===== src/rtl/tbird_pkg.sv =====
// Shared types for the thunderbird signal controller: mode encoding and sweep width.
package tbird_pkg;

  typedef enum logic [2:0] {
    OFF    = 3'd0,
    LEFT   = 3'd1,
    RIGHT  = 3'd2,
    HAZARD = 3'd3,
    DRAIN  = 3'd4
  } mode_t;

  localparam int SWEEP_W = 8;

endpackage


===== src/rtl/tbird_prescaler.sv =====
// Step-enable generator: one-cycle pulse every PRESCALE clocks while run is high.
module tbird_prescaler #(
  parameter int PRESCALE = 4
) (
  input  logic clk,
  input  logic reset,
  input  logic run,
  output logic step_en
);

  localparam int CNT_W = (PRESCALE > 1) ? $clog2(PRESCALE) : 1;

  logic [CNT_W-1:0] r_pcnt;
  logic             r_stepEn;
  logic             w_wrap;

  assign w_wrap = (r_pcnt == CNT_W'(PRESCALE - 1));

  // Counter is parked at zero whenever run drops so every restart begins a full period.
  always_ff @(posedge clk) begin
    if (reset) begin
      r_pcnt   <= '0;
      r_stepEn <= 1'b0;
    end else if (!run) begin
      r_pcnt   <= '0;
      r_stepEn <= 1'b0;
    end else begin
      r_stepEn <= w_wrap;
      r_pcnt   <= w_wrap ? '0 : r_pcnt + 1'b1;
    end
  end

  assign step_en = r_stepEn;

endmodule


===== src/rtl/tbird_signal_ctrl.sv =====
// Thunderbird request arbiter and sequencer pacing. Define TBIRD_AUTOCANCEL_EN to
// enable sweep counting, MAX_SEQ auto-cancel, timeout pulse and re-arm lockout.
module tbird_signal_ctrl
  import tbird_pkg::*;
#(
  parameter int PRESCALE = 4,
  parameter int MAX_SEQ  = 8
) (
  input  logic       clk,
  input  logic       reset,
  input  logic       left_req,
  input  logic       right_req,
  input  logic       haz_req,
  input  logic       cancel,
  input  logic       seq_idle,
  output logic       step_en,
  output logic       seq_left,
  output logic       seq_right,
  output logic       seq_haz,
  output logic [2:0] mode,
  output logic       timeout
);

  if (PRESCALE < 2 || PRESCALE > 65535) begin : g_badPrescale
    $error("PRESCALE out of range 2..65535");
  end
  if (MAX_SEQ < 1 || MAX_SEQ > 255) begin : g_badMaxSeq
    $error("MAX_SEQ out of range 1..255");
  end

  mode_t r_mode;
  mode_t w_nextMode;
  logic  r_seqLeft, r_seqRight, r_seqHaz, r_timeout;
  logic  w_stepEn, w_run, w_timeoutEvt, w_sweepDone, w_lockout;

  // Stop the prescaler on the edge that enters OFF so it idles at zero.
  assign w_run = (r_mode != OFF) && (w_nextMode != OFF);

  tbird_prescaler #(
    .PRESCALE(PRESCALE)
  ) u_prescaler (
    .clk    (clk),
    .reset  (reset),
    .run    (w_run),
    .step_en(w_stepEn)
  );

`ifdef TBIRD_AUTOCANCEL_EN
  logic [SWEEP_W-1:0] r_sweep;
  logic               r_lockout;

  assign w_sweepDone = (r_sweep == SWEEP_W'(MAX_SEQ));
  assign w_lockout   = r_lockout;

  always_ff @(posedge clk) begin
    if (reset) begin
      r_sweep   <= '0;
      r_lockout <= 1'b0;
    end else begin
      if (w_nextMode == OFF || w_nextMode == HAZARD)
        r_sweep <= '0;
      else if (w_stepEn && seq_idle && (r_mode == LEFT || r_mode == RIGHT) && !w_sweepDone)
        r_sweep <= r_sweep + 1'b1;
      if (!left_req && !right_req)
        r_lockout <= 1'b0;
      else if (w_timeoutEvt)
        r_lockout <= 1'b1;
    end
  end
`else
  assign w_sweepDone = 1'b0;
  assign w_lockout   = 1'b0;
`endif

  // Priority inside a turn mode: hazard, then cancel/release/direction change, then sweep limit.
  always_comb begin
    w_nextMode   = OFF;
    w_timeoutEvt = 1'b0;
    case (r_mode)
      OFF: begin
        if (haz_req || (left_req && right_req)) w_nextMode = HAZARD;
        else if (left_req && !w_lockout)        w_nextMode = LEFT;
        else if (right_req && !w_lockout)       w_nextMode = RIGHT;
        else                                    w_nextMode = OFF;
      end
      LEFT: begin
        if (haz_req)                                 w_nextMode = HAZARD;
        else if (cancel || !left_req || right_req)   w_nextMode = DRAIN;
        else if (w_sweepDone) begin
          w_nextMode   = DRAIN;
          w_timeoutEvt = 1'b1;
        end else                                     w_nextMode = LEFT;
      end
      RIGHT: begin
        if (haz_req)                                 w_nextMode = HAZARD;
        else if (cancel || !right_req || left_req)   w_nextMode = DRAIN;
        else if (w_sweepDone) begin
          w_nextMode   = DRAIN;
          w_timeoutEvt = 1'b1;
        end else                                     w_nextMode = RIGHT;
      end
      HAZARD: begin
        if (!haz_req && !(left_req && right_req)) w_nextMode = DRAIN;
        else                                      w_nextMode = HAZARD;
      end
      DRAIN: begin
        if (haz_req)                    w_nextMode = HAZARD;
        else if (w_stepEn && seq_idle)  w_nextMode = OFF;
        else                            w_nextMode = DRAIN;
      end
      default: w_nextMode = OFF;
    endcase
  end

  always_ff @(posedge clk) begin
    if (reset) begin
      r_mode     <= OFF;
      r_seqLeft  <= 1'b0;
      r_seqRight <= 1'b0;
      r_seqHaz   <= 1'b0;
      r_timeout  <= 1'b0;
    end else begin
      r_mode     <= w_nextMode;
      r_seqLeft  <= (w_nextMode == LEFT);
      r_seqRight <= (w_nextMode == RIGHT);
      r_seqHaz   <= (w_nextMode == HAZARD);
      r_timeout  <= w_timeoutEvt;
    end
  end

  assign step_en   = w_stepEn;
  assign seq_left  = r_seqLeft;
  assign seq_right = r_seqRight;
  assign seq_haz   = r_seqHaz;
  assign mode      = r_mode;
  assign timeout   = r_timeout;

endmodule


===== config.mk =====
export PLATFORM = sky130hd
export DESIGN_NAME = tbird_signal_ctrl
export DESIGN_NICKNAME = d
export VERILOG_FILES = /design/src/rtl/tbird_pkg.sv /design/src/rtl/tbird_prescaler.sv /design/src/rtl/tbird_signal_ctrl.sv
export SDC_FILE = /design/constraint.sdc
export NUM_CORES = 1
export LEC_CHECK = 0
export ABC_AREA = 1
export CELL_PAD_IN_SITES_DETAIL_PLACEMENT = 2
export CELL_PAD_IN_SITES_GLOBAL_PLACEMENT = 2
export CORE_ASPECT_RATIO = 1.4
export CORE_MARGIN = 2
export CORE_UTILIZATION = 23
export CTS_CLUSTER_SIZE = 12
export DETAILED_ROUTE_END_ITERATION = 6
export PLACE_DENSITY_LB_ADDON = 0.1
export SLEW_MARGIN = 20
export SYNTH_ARGS = -nofsm -noshare
export SYNTH_HDL_FRONTEND = slang
export SYNTH_SLANG_ARGS = --single-unit

===== constraint.sdc =====
create_clock -name clk -period 1.85 [get_ports clk]
set_clock_uncertainty 0.2 [all_clocks]
set_input_delay 0.555 -clock clk [delete_from_list [all_inputs] [get_ports clk]]
set_output_delay 0.555 -clock clk [all_outputs]
set_load 0.005 [all_outputs]

### Yosys cells after proc, flatten, opt, wreduce, memory -nomap -nowiden

Index checks and enable logic that the tools add are counted.

* output and inout port bits: 8
* bits in registers: 9
* bits of input ports: 7

* eq/ne operators: 8
* bitwise operators: 1
* add/sub/neg operators: 1
* muxes and demuxes: 11
* reductions and logical operators: 18

Operators by type and width (count)
* 2-to-1 mux 3 bit: 8
* case mux 3 bit (5 select lines): 1
* == test 3 x 2 -> 1 bit (second input constant): 4
* == test 3 x 1 -> 1 bit (second input constant): 2
* nonzero test 3 bit: 2
* logical OR 1 bit: 5
* logical AND 1 bit: 4
* zero test 1 bit: 4
* 2-to-1 mux 2 bit: 2
* == test 3 bit (second input constant): 1
* zero test 3 bit: 1
* OR reduction 3 bit: 1
* adder 2 x 1 -> 2 bit (second input constant): 1
* == test 2 bit (second input constant): 1
* OR reduction 2 bit: 1
* NOT 1 bit: 1

### Longest topological paths before layout

* depth after elaboration: 10
* mapped depth: 9

### Cells and area by module

From an unflattened synthesis, not the netlist that was laid out.

* cell total of the unflattened synthesis: 77
* area, all modules: 538.0 um2

By module, submodules not included
* tbird_signal_ctrl: cells each 65, area each 429.2 um2, seq. area each 120.1 um2, times used 1
* tbird_prescaler: cells each 12, area each 108.9 um2, seq. area each 60.1 um2, times used 1

### Worst setup path after synthesis

No wires, ideal clock.

* path kind: input to register
* start point: input haz_req
* end point: register u_prescaler.r_pcnt[0]
* arrival: 1.218 ns
* setup time: 0.112 ns
* slack: 0.320 ns
* cell stages on the path: 8
* cell sequence: inv_2 nand2_1 nand2_2 nand3_2 nor2_4 nand3_2 nand3_2 nor2_1

* word-level cells in the longest chain between the ends: 8
* elaborated cells on any way between the ends: 13

RTL lines
* start: declaration: line tbird_signal_ctrl.sv:13 `input logic haz_req,`
* zero test 1 bit: line tbird_signal_ctrl.sv:103 `if (!haz_req && !(left_req && right_req)) w_nextMode = DRAIN;`
* logical AND 1 bit: line tbird_signal_ctrl.sv:103
* 2-to-1 mux 3 bit: line tbird_signal_ctrl.sv:103
* case mux 3 bit (5 select lines) *: line tbird_signal_ctrl.sv:79 `case (r_mode)`
* nonzero test 3 bit *: line tbird_signal_ctrl.sv:37 `assign w_run = (r_mode != OFF) && (w_nextMode != OFF);`
* logical AND 1 bit *: line tbird_signal_ctrl.sv:37
* NOT 1 bit (no source line) *
* OR reduction 3 bit (no source line) *
* end signal: assignment: line tbird_prescaler.sv:29 `r_pcnt <= w_wrap ? '0 : r_pcnt + 1'b1;`
* end: declaration: line tbird_prescaler.sv:13 `logic [CNT_W-1:0] r_pcnt;`

Mark *: on every way between the ends. The rest lies on a longest branch, timed or not.
A chain may end at the register's enable or synchronous reset.

### Worst setup path in the final report

* start point: register r_seqLeft (netlist: seq_left)
* end point: output seq_left

RTL lines
* start: declaration: line tbird_signal_ctrl.sv:33 `logic r_seqLeft, r_seqRight, r_seqHaz, r_timeout;`
* start signal: assignment: line tbird_signal_ctrl.sv:124 `r_seqLeft <= (w_nextMode == LEFT);`
* end: declaration: line tbird_signal_ctrl.sv:17 `output logic seq_left,`

No word-level cell between the ends.

==> impl_metrics.toml <==
[outcome]
status = "completed"

[critical_path]
cp-end-kind = "output pin"
setup.worst_path.class = "reg -> out"
cp-start-kind = "flop"
worst_path_largest_cell_delay_ps = 490
timing.critical_path.cells = "clkdlybuf4s50_1"
critical_path_arrival_ps = 1060
crit_family = "buffers and inverters"
path_buf_inv = 1
cp_slowest_cell = "sky130_fd_sc_hd__clkdlybuf4s50_1"
timing.critical_path.required_ps = 1090
crit_path_max_fanout = 1

[yosys]
synth_simple_gate_area_share_pct = 49.5
post_synthesis_cell_area_um2 = 498
synthAdderAreaFrac_pct = 2.51
post_synth_mux_area_share_pct = 0
avg_synthesized_cell_area_um2 = 6.92
synth-compound-area-share_pct = 2.01
ys_ff_latch = 9
ys_seq_area_share_pct = 36.2
number_of_distinct_library_cells_after_synthesis = 16
syn_inst = 72
ys.warnings.count = 0
synthesis.nets = 80
synth_xor_area_share_pct = 0
synth_top_family_by_area = "simple AND/OR/NAND/NOR gates"

[drt]
via_count = 517
detail_route.wl_per_cell_um = 11.2
drt_pre_antenna_iters = 2
detail_route.vias_per_cell = 4.50
ant_nets = 0
drc = 0
wirelength_um = 1290
drt_iter0_markers = 10

[global_routing]
maximum_number_of_pins_on_one_net_before_global_route_repair = 9
wire_length_of_the_first_global_routing_pass_um = 2150
first_global_vias = 505
grt_overflow_total = 0
antenna_violations_before_repair = 0
gr-usage-all-layers_pct = 11.4

[floorplan]
floorplan.io_pins = 15
floorplan.initialDensity_pct = 24.9
die_y_um = 59.1
die_w_um = 43.3
die_area_um2 = 2560
core_area_um2 = 2000
fp-row-count = 19

[final_layout]
fillers = 259
count_of_nets_after_finishing = 103
layout.cells.most_common = "sky130_fd_sc_hd__nand2_1"
antenna-diode-count = 0
commonest_cells_after_routing_fill_and_taps_aside = "sky130_fd_sc_hd__nand2_1, sky130_fd_sc_hd__inv_1, sky130_fd_sc_hd__nand3_1"
layout-area-overhead-vs-synth_pct = 47.5
layout-drive-gt1-share_pct = 29.8

[placed_design]
buffer_ports.inserted = 13
dp_worst_setup_slack_ps = -300
replace_congestion = 0.700
place_hpwl_um = 1160

[timing]
report.final.hold_viol_count = 0
setup_violations = 0
postLayoutSetupSlackWorst_ps = 39.3
fin_crit_ps = 1810
number_of_pins_with_negative_max_slew_slack_in_the_final_report = 0
final_min_period_over_clock_period_pct = 97.9
clock.fmax_mhz = 552
whs_ps = 218
unrepaired_setup_endpoints_after_global_routing = "false"

[power_and_ir_drop]
fin_total_pwr_mw = 1.12
power-per-cell-area_nw_per_um2 = 1520
leakage_dissipation_nw = 0.383
vdd_ir_drop_max_mv = 0.810

[clock_tree]
cts_setup_buffers = 0
htreeDepth = 1
cts.sink_count = 9
hold_buffers = 0
cts_made_buffers = 3
worst_skew_pair_latency_ps = 260
worst_setup_hold_path_clk_slew_ps = 60
clockBufferDepth = 2
buffer_cell_driving_the_clock_tree_root = "sky130_fd_sc_hd__clkbuf_4"
tritoncts = "built"

[job]
timing.max_cap.violations = 0

[min_path]
hold_class = "reg -> reg"
through the flow:
step	area (um2)	utilization [%]	std cells	setup TNS, ps
4_1_cts	724	36.3	115	0
3_5_place_dp	692	34.6	111	-2260
5_1_grt	734	36.8	115	0
3_3_place_gp	692	34.6	111	-2130
2_1_floorplan	498	-	72	0
6_report	734	36.8	115	0
per-layer routing:
layer  share of wire (%)  wire (um)  track usage [%]
met5                   0          0                0
met4                 1.5         20             5.19
met3                 1.9         24            0.915
met2                  59        765             22.2
met1                  37        482             12.0
logic make-up after synthesis:
logic type	after synthesis
and+or+nand+nor	48
buffers and inverters	11
AOI/OAI and AO/OA	2
adders and majority gates	1
DFF	9
other	1
layout make-up:
cell class	count	area [um2]	area share [%]
Clock buffer	4	26.3	3.58
Inverter	10	37.5	5.11
Multi-Input combinational cell	52	283	38.5
Sequential cell	9	188	25.6
Tap cell	21	26.3	3.58
Timing Repair Buffer	19	174	23.7
power by group:
part           switching [mW]  internal [mW]
Sequential             0.0475          0.284
Clock                  0.0644         0.0829
Combinational           0.334          0.307
flip-flops by register name, summed over array words and instances, names as in the netlist:
register and count:
mode 3, u_prescaler.r_pcnt 2, seq_haz 1, seq_left 1, seq_right 1, u_prescaler.step_en 1
synth_stat cells:
| library cell | number | area [um2] |
|---|---|---|
| sky130_fd_sc_hd__inv_2 | 2 | 7.51 |
| sky130_fd_sc_hd__nand2_2 | 3 | 18.8 |
| sky130_fd_sc_hd__dfxtp_1 | 9 | 180 |
| sky130_fd_sc_hd__nand3_1 | 10 | 50.1 |
| sky130_fd_sc_hd__a21oi_1 | 2 | 10.0 |
| sky130_fd_sc_hd__nor3_1 | 1 | 5.00 |
| sky130_fd_sc_hd__nor2_2 | 5 | 31.3 |
| sky130_fd_sc_hd__nand2_1 | 17 | 63.8 |
| sky130_fd_sc_hd__conb_1 | 1 | 3.75 |
| sky130_fd_sc_hd__ha_1 | 1 | 12.5 |
| sky130_fd_sc_hd__nor3_2 | 1 | 10.0 |
| sky130_fd_sc_hd__nor2_1 | 7 | 26.3 |
| sky130_fd_sc_hd__buf_4 | 1 | 7.51 |
| sky130_fd_sc_hd__inv_1 | 8 | 30.0 |
| sky130_fd_sc_hd__nor2_4 | 1 | 11.3 |
| sky130_fd_sc_hd__nand3_2 | 3 | 30.0 |
what timing repair did:
| item | in CTS | in global routing |
|---|---|---|
| resized for setup | 10 | 3 |
| endpoints found under the setup margin | 7 | 8 |
| pin swaps | 2 | 1 |
path summary, 6_finish.rpt:
path / startpoint / endpoint / slack [ps] / cells past startpoint
worst max-delay path: seq_left / seq_left / 40 / 1
worst min-delay path: u_prescaler.r_pcnt[0] / u_prescaler.r_pcnt[0] / 220 / 1
worst max register to register: mode[2] / seq_left / 310 / 9
worst min register to register: u_prescaler.r_pcnt[0] / u_prescaler.r_pcnt[0] / 220 / 1
(Power assumes the default switching activity.)
